===== config.mk =====
export PLATFORM = sky130hd
export DESIGN_NAME = decode_stage_pipe
export DESIGN_NICKNAME = d
export VERILOG_FILES = /design/src/rtl/decode_stage_pipe.sv
export SDC_FILE = /design/constraint.sdc
export NUM_CORES = 1
export LEC_CHECK = 0
export ABC_AREA = 1
export CORE_MARGIN = 5
export CORE_UTILIZATION = 60
export CTS_CLUSTER_SIZE = 24
export DETAILED_ROUTE_END_ITERATION = 8
export DONT_BUFFER_PORTS = 1
export PLACE_DENSITY = 0.76
export RECOVER_POWER = 25
export SLEW_MARGIN = 40
export SYNTH_ARGS = -nofsm -noshare
export SYNTH_HDL_FRONTEND = slang
export SYNTH_SLANG_ARGS = --single-unit

===== constraint.sdc =====
create_clock -name clk_i -period 2.9 [get_ports clk_i]
set_input_delay 0.29 -clock clk_i [delete_from_list [all_inputs] [get_ports clk_i]]
set_output_delay 0.29 -clock clk_i [all_outputs]
set_load 0.01 [all_outputs]

===== src/rtl/decode_stage_pipe.sv =====
// Buffered RV32I decode stage: instruction FIFO feeding a registered decode slot.
// Optional RV32M recognition is enabled by defining DECODE_M_EXT_EN.
module decode_stage_pipe #(
    parameter int unsigned BUF_DEPTH = 2,
    parameter int unsigned XLEN      = 32,
    localparam int unsigned CNT_W    = $clog2(BUF_DEPTH + 1)
) (
    input  logic             clk_i,
    input  logic             rst_ni,
    input  logic             flush_i,
    input  logic             in_valid_i,
    output logic             in_ready_o,
    input  logic [31:0]      instr_i,
    output logic             out_valid_o,
    input  logic             out_ready_i,
    output logic [4:0]       rs1_o,
    output logic [4:0]       rs2_o,
    output logic [4:0]       rd_o,
    output logic [6:0]       opcode_o,
    output logic [2:0]       func3_o,
    output logic [6:0]       func7_o,
    output logic [XLEN-1:0]  immed_o,
    output logic             i_en_o,
    output logic             r_en_o,
    output logic             s_en_o,
    output logic             sb_en_o,
    output logic             u_en_o,
    output logic             uj_en_o,
    output logic             m_en_o,
    output logic             illegal_o,
    output logic [CNT_W-1:0] count_o
);

    localparam int unsigned PTR_W = (BUF_DEPTH > 1) ? $clog2(BUF_DEPTH) : 1;
    localparam logic [CNT_W-1:0] DEPTH_CNT = CNT_W'(BUF_DEPTH);
    localparam logic [PTR_W-1:0] LAST_PTR  = PTR_W'(BUF_DEPTH - 1);

    localparam logic [6:0] OPC_OP_IMM = 7'b0010011;
    localparam logic [6:0] OPC_LOAD   = 7'b0000011;
    localparam logic [6:0] OPC_JALR   = 7'b1100111;
    localparam logic [6:0] OPC_SYSTEM = 7'b1110011;
    localparam logic [6:0] OPC_STORE  = 7'b0100011;
    localparam logic [6:0] OPC_BRANCH = 7'b1100011;
    localparam logic [6:0] OPC_LUI    = 7'b0110111;
    localparam logic [6:0] OPC_AUIPC  = 7'b0010111;
    localparam logic [6:0] OPC_JAL    = 7'b1101111;
    localparam logic [6:0] OPC_OP     = 7'b0110011;

    typedef struct packed {
        logic [4:0]      rs1;
        logic [4:0]      rs2;
        logic [4:0]      rd;
        logic [6:0]      opcode;
        logic [2:0]      func3;
        logic [6:0]      func7;
        logic [XLEN-1:0] immed;
        logic            i_en;
        logic            r_en;
        logic            s_en;
        logic            sb_en;
        logic            u_en;
        logic            uj_en;
        logic            m_en;
        logic            illegal;
    } dec_t;

    logic [31:0]      mem [BUF_DEPTH];
    logic [PTR_W-1:0] wr_ptr;
    logic [PTR_W-1:0] rd_ptr;
    logic [CNT_W-1:0] count;
    logic             out_valid;
    dec_t             out_q;
    dec_t             dec;
    logic [31:0]      head;
    logic signed [31:0] imm32;
    logic             push;
    logic             load;

    function automatic logic [PTR_W-1:0] ptr_inc(input logic [PTR_W-1:0] p);
        return (p == LAST_PTR) ? '0 : p + PTR_W'(1);
    endfunction

    // Ready depends on occupancy only, so there is no path from out_ready_i.
    assign in_ready_o = (count < DEPTH_CNT);
    assign push       = in_valid_i & in_ready_o & ~flush_i;
    assign load       = (count != '0) & (~out_valid | out_ready_i) & ~flush_i;
    assign head       = mem[rd_ptr];

    // Combinational decode of the FIFO head.
    always_comb begin
        dec         = '0;
        imm32       = '0;
        dec.rs1     = head[19:15];
        dec.rs2     = head[24:20];
        dec.rd      = head[11:7];
        dec.opcode  = head[6:0];
        dec.func3   = head[14:12];
        dec.func7   = head[31:25];
        dec.illegal = 1'b1;
        if (head[1:0] == 2'b11) begin
            case (head[6:0])
                OPC_OP_IMM, OPC_LOAD, OPC_JALR, OPC_SYSTEM: begin
                    dec.i_en    = 1'b1;
                    dec.illegal = 1'b0;
                    imm32       = 32'($signed(head[31:20]));
                end
                OPC_STORE: begin
                    dec.s_en    = 1'b1;
                    dec.illegal = 1'b0;
                    imm32       = 32'($signed({head[31:25], head[11:7]}));
                end
                OPC_BRANCH: begin
                    dec.sb_en   = 1'b1;
                    dec.illegal = 1'b0;
                    imm32       = 32'($signed({head[31], head[7], head[30:25],
                                               head[11:8], 1'b0}));
                end
                OPC_LUI, OPC_AUIPC: begin
                    dec.u_en    = 1'b1;
                    dec.illegal = 1'b0;
                    imm32       = $signed({head[31:12], 12'b0});
                end
                OPC_JAL: begin
                    dec.uj_en   = 1'b1;
                    dec.illegal = 1'b0;
                    imm32       = 32'($signed({head[31], head[19:12], head[20],
                                               head[30:21], 1'b0}));
                end
                OPC_OP: begin
                    if (head[31:25] == 7'b0000000 || head[31:25] == 7'b0100000) begin
                        dec.r_en    = 1'b1;
                        dec.illegal = 1'b0;
                    end
`ifdef DECODE_M_EXT_EN
                    else if (head[31:25] == 7'b0000001) begin
                        dec.m_en    = 1'b1;
                        dec.illegal = 1'b0;
                    end
`endif
                end
                default: ;
            endcase
        end
        dec.immed = XLEN'(imm32);
    end

    // FIFO storage carries no reset; only pointers and occupancy define validity.
    always_ff @(posedge clk_i) begin
        if (push) begin
            mem[wr_ptr] <= instr_i;
        end
    end

    // Pointers, occupancy and output slot.
    always_ff @(posedge clk_i or negedge rst_ni) begin
        if (!rst_ni) begin
            wr_ptr    <= '0;
            rd_ptr    <= '0;
            count     <= '0;
            out_valid <= 1'b0;
            out_q     <= '0;
        end else if (flush_i) begin
            wr_ptr    <= '0;
            rd_ptr    <= '0;
            count     <= '0;
            out_valid <= 1'b0;
        end else begin
            if (push) begin
                wr_ptr <= ptr_inc(wr_ptr);
            end
            if (load) begin
                rd_ptr <= ptr_inc(rd_ptr);
            end
            case ({push, load})
                2'b10:   count <= count + CNT_W'(1);
                2'b01:   count <= count - CNT_W'(1);
                default: ;
            endcase
            if (load) begin
                out_valid <= 1'b1;
                out_q     <= dec;
            end else if (out_ready_i) begin
                out_valid <= 1'b0;
            end
        end
    end

    assign out_valid_o = out_valid;
    assign count_o     = count;
    assign rs1_o       = out_q.rs1;
    assign rs2_o       = out_q.rs2;
    assign rd_o        = out_q.rd;
    assign opcode_o    = out_q.opcode;
    assign func3_o     = out_q.func3;
    assign func7_o     = out_q.func7;
    assign immed_o     = out_q.immed;
    assign i_en_o      = out_q.i_en;
    assign r_en_o      = out_q.r_en;
    assign s_en_o      = out_q.s_en;
    assign sb_en_o     = out_q.sb_en;
    assign u_en_o      = out_q.u_en;
    assign uj_en_o     = out_q.uj_en;
    assign m_en_o      = out_q.m_en;
    assign illegal_o   = out_q.illegal;

endmodule


==> run_results.csv <==
group,metric,value,unit
run_status,run_status,"finished, violations left",
run_status,violations,"capacitance limit, slew limit",
min_path,hold_class,"in -> reg",
setup_path,worst-setup-path-type,"reg -> reg",
final_layout,drive_gt1_share,8.683,%
placed_design,port_buffers,0,
timing,finalCriticalPeriod,2.448,ns
final_layout,syn_to_final_growth,16.33,%
placed_design,placed_area,6156,sq um
synthesis,ys_seq_elements,140,
global_route,grt_use_met2,35.80,%
global_route,grtUsageMet3,8.079,%
timing,hold_viol_final,0,
synthesis,synth.area.top_cells,"edfxtp_1 32%, dfrtp_1 31%, nand2_1 21%",
clocking,clk_path_buf_depth,2,
timing,rsz0062_at_grt,"false",
detailed_routing,num_vias,4586,
global_route,antenna_found_initial,0,
final_layout,diodes,0,
placed_design,placed_cells,778,
final_layout,fillers,753,
timing,fmax,0.4085,GHz
floorplan,die_area,12270,sq um
synthesis,netlist.area_leader.share,31.55,%
clocking,cts.clk_slew.worst_paths,0.06,ns
flow_run,cap_viol_max_count,1,
detailed_routing,drtAntennaViolNets,0,
global_route,grt_max_degree,77,
timing,skew,0.01156,ns
clocking,cts_htree_levels,4,
timing,maxSlewViolCount,77,
clocking,cts_sinks,140,
synthesis,synthesis.nets,706,
synthesis,synth_area,6092,sq um
floorplan,io_pins,113,
final_layout,final_area,7087,sq um
global_route,grt_usage,23.25,%
synthesis,yosys.cell_types.count,28,
clocking,cts_tree,"built",
clocking,clk_latency,0.52,ns
setup_path,worstSetupStartpointType,"flop",
timing,min_period_over_period,84.41,%
clocking,cts_hold_buf,37,
detailed_routing,wirelength,14060,um
synthesis,avgSynthCellArea,9.106,sq um
power,powerDensity,885.7,nW/um^2
final_layout,nets,738,
floorplan,start_util,62.04,%
setup_path,cp.required,3.36,ns
final_layout,final_cell_count_no_fill,847,
synthesis,yosys_warnings,0,
timing,tns,0,ns
global_route,use_met1,30.73,%
final_layout,final_cell_mix,"337 x nand2_1, 76 x dfrtp_1, 64 x edfxtp_1",
clocking,cts_setup_buffers,0,
clocking,root_buffer,"clkbuf_8",
detailed_routing,drc,0,
floorplan,chipHeight,110.8,um
detailed_routing,drt_pass1_iterations,5,
power,peakVddDrop,510.4,uV
global_route,overflow,0,
power,cellLeakagePower,3.501,nW
global_route,top_usage_layer,"met2",
detailed_routing,routed_via_density,5.414,
final_layout,final_common_cell,"nand2_1",
detailed_routing,wl_per_cell,16.60,um
floorplan,coreArea,9819,sq um
timing,tightest_slew,1.876,ns
placed_design,dp_hpwl,9306,um
setup_path,crit_path_max_fanout,39,
floorplan,fp-row-count,36,
setup_path,endpoint_kind,"flop",
timing,setup-violations-final,0,
placed_design,gp_congestion,0.8364,
global_route,grt_pass1_vias,4411,
timing,relSlewSlack,-25.06,%
floorplan,die_w,110.8,um
clocking,cts_buffers,17,
clocking,cts_resized,0,
detailed_routing,drt_iter0_markers,398,
setup_path,worstPathArrival,2.91,ns
synthesis,ys_seq_area_share,62.76,%
synthesis,synth_area_leader_cell,"edfxtp_1",
global_route,grt_pass1_wl,22860,um
power,total_power,6.276,mW
synthesis,synthCells,669,
flip-flops by register name (all words and copies together) (netlist names):
name and count:
sb_en_o 1, u_en_o 1, func7_o 7, out_valid_o 1, rd_ptr 1, i_en_o 1
r_en_o 1, func3_o 3, count_o 2, immed_o 32, rs1_o 5, mem 64
uj_en_o 1, rd_o 5, rs2_o 5, illegal_o 1, s_en_o 1, opcode_o 7
wr_ptr 1
power by group:
| part | switching [mW] | total [mW] | leakage (nW) | internal [mW] |
|---|---|---|---|---|
| registers | 0.409 | 2.87 | 1.59 | 2.46 |
| logic | 0.990 | 1.36 | 1.66 | 0.369 |
| clock network | 0.825 | 2.05 | 0.255 | 1.23 |
| total | 2.22 | 6.28 | 3.50 | 4.05 |
Yosys cell counts:
cell type and instances:
o31ai_1 2, nand3_2 3, buf_4 5, buf_6 5
o21ai_2 1, nand4_2 1, inv_2 2, edfxtp_1 64
buf_1 3, inv_1 25, o21ai_0 21, nor2_4 1
clkbuf_1 8, buf_2 12, o21ai_1 1, nor2_8 1
conb_1 1, a21oi_1 3, nand2_2 5, nand2_4 3
nand4_1 2, nand3_1 48, nor2_1 33, o22ai_1 2
nand3b_1 1, nor2_2 3, dfrtp_1 76, nand2_1 337
final timing paths:
| kind | startpoint | end | cells past startpoint | slack [ns] |
|---|---|---|---|---|
| max | rd_ptr | immed_o[20] | 11 | 0.45 |
| min | in_valid_i | wr_ptr | 3 | 0.07 |
| max reg2reg | rd_ptr | immed_o[20] | 11 | 0.45 |
| min reg2reg | wr_ptr | wr_ptr | 1 | 0.52 |
| max in group asynchronous | rst_ni | immed_o[19] | 2 | 0.96 |
| min in group asynchronous | rst_ni | func7_o[4] | 2 | 0.84 |
cell families (layout without fill, tap and decap cells):
group	count (synthesis)	count (layout)	share of synthesized area (%)
DFF	140	140	62.76
other	1	1	0.06156
AOI/OAI and AO/OA	30	30	2.649
buffers and inverters	60	105	4.868
and+or+nand+nor	438	438	29.66
worst max-delay path: stages (launching register included):
cell and delay [ns]:
dfrtp_1 0.37, buf_4 0.36, nand2_1 0.11, nand2_1 0.15, nand2_4 0.10, nor2_2 0.43
nand3_1 0.43, nand2_1 0.18, nor2_1 0.07, nand2_1 0.06, nand2_1 0.06, nand2_1 0.07
layout make-up:
| class | instances | area [sq um] | share of cell area (%) |
|---|---|---|---|
| sequential | 140 | 3824 | 53.95 |
| clock buffer | 19 | 421.7 | 5.950 |
| inverter | 27 | 101.3 | 1.430 |
| clock inverter | 13 | 143.9 | 2.030 |
| multi-input combinational | 469 | 1984 | 28.00 |
| tap | 133 | 166.4 | 2.348 |
| timing repair buffer | 46 | 445.4 | 6.285 |
stage by stage:
step                      hold slack (ns)  setup slack, ns  util (%)
after floorplan                 -0.005591           0.3107         -
after global placement          -0.002986           0.5942     62.69
after detailed placement        -0.002139           0.4944     62.69
after CTS                         0.05622           0.4624     72.40
after global routing              0.06623           0.1973     72.17
final                             0.07419           0.4522     72.17
routing by layer:
layer | share of wire (%) | up-vias
met3 | 8.7 | 23
met5 | 0 | -
met1 | 42 | 2172
met2 | 47 | 195
met4 | 1.9 | 0
li1 | - | 2196
(Power assumes the default switching activity.)
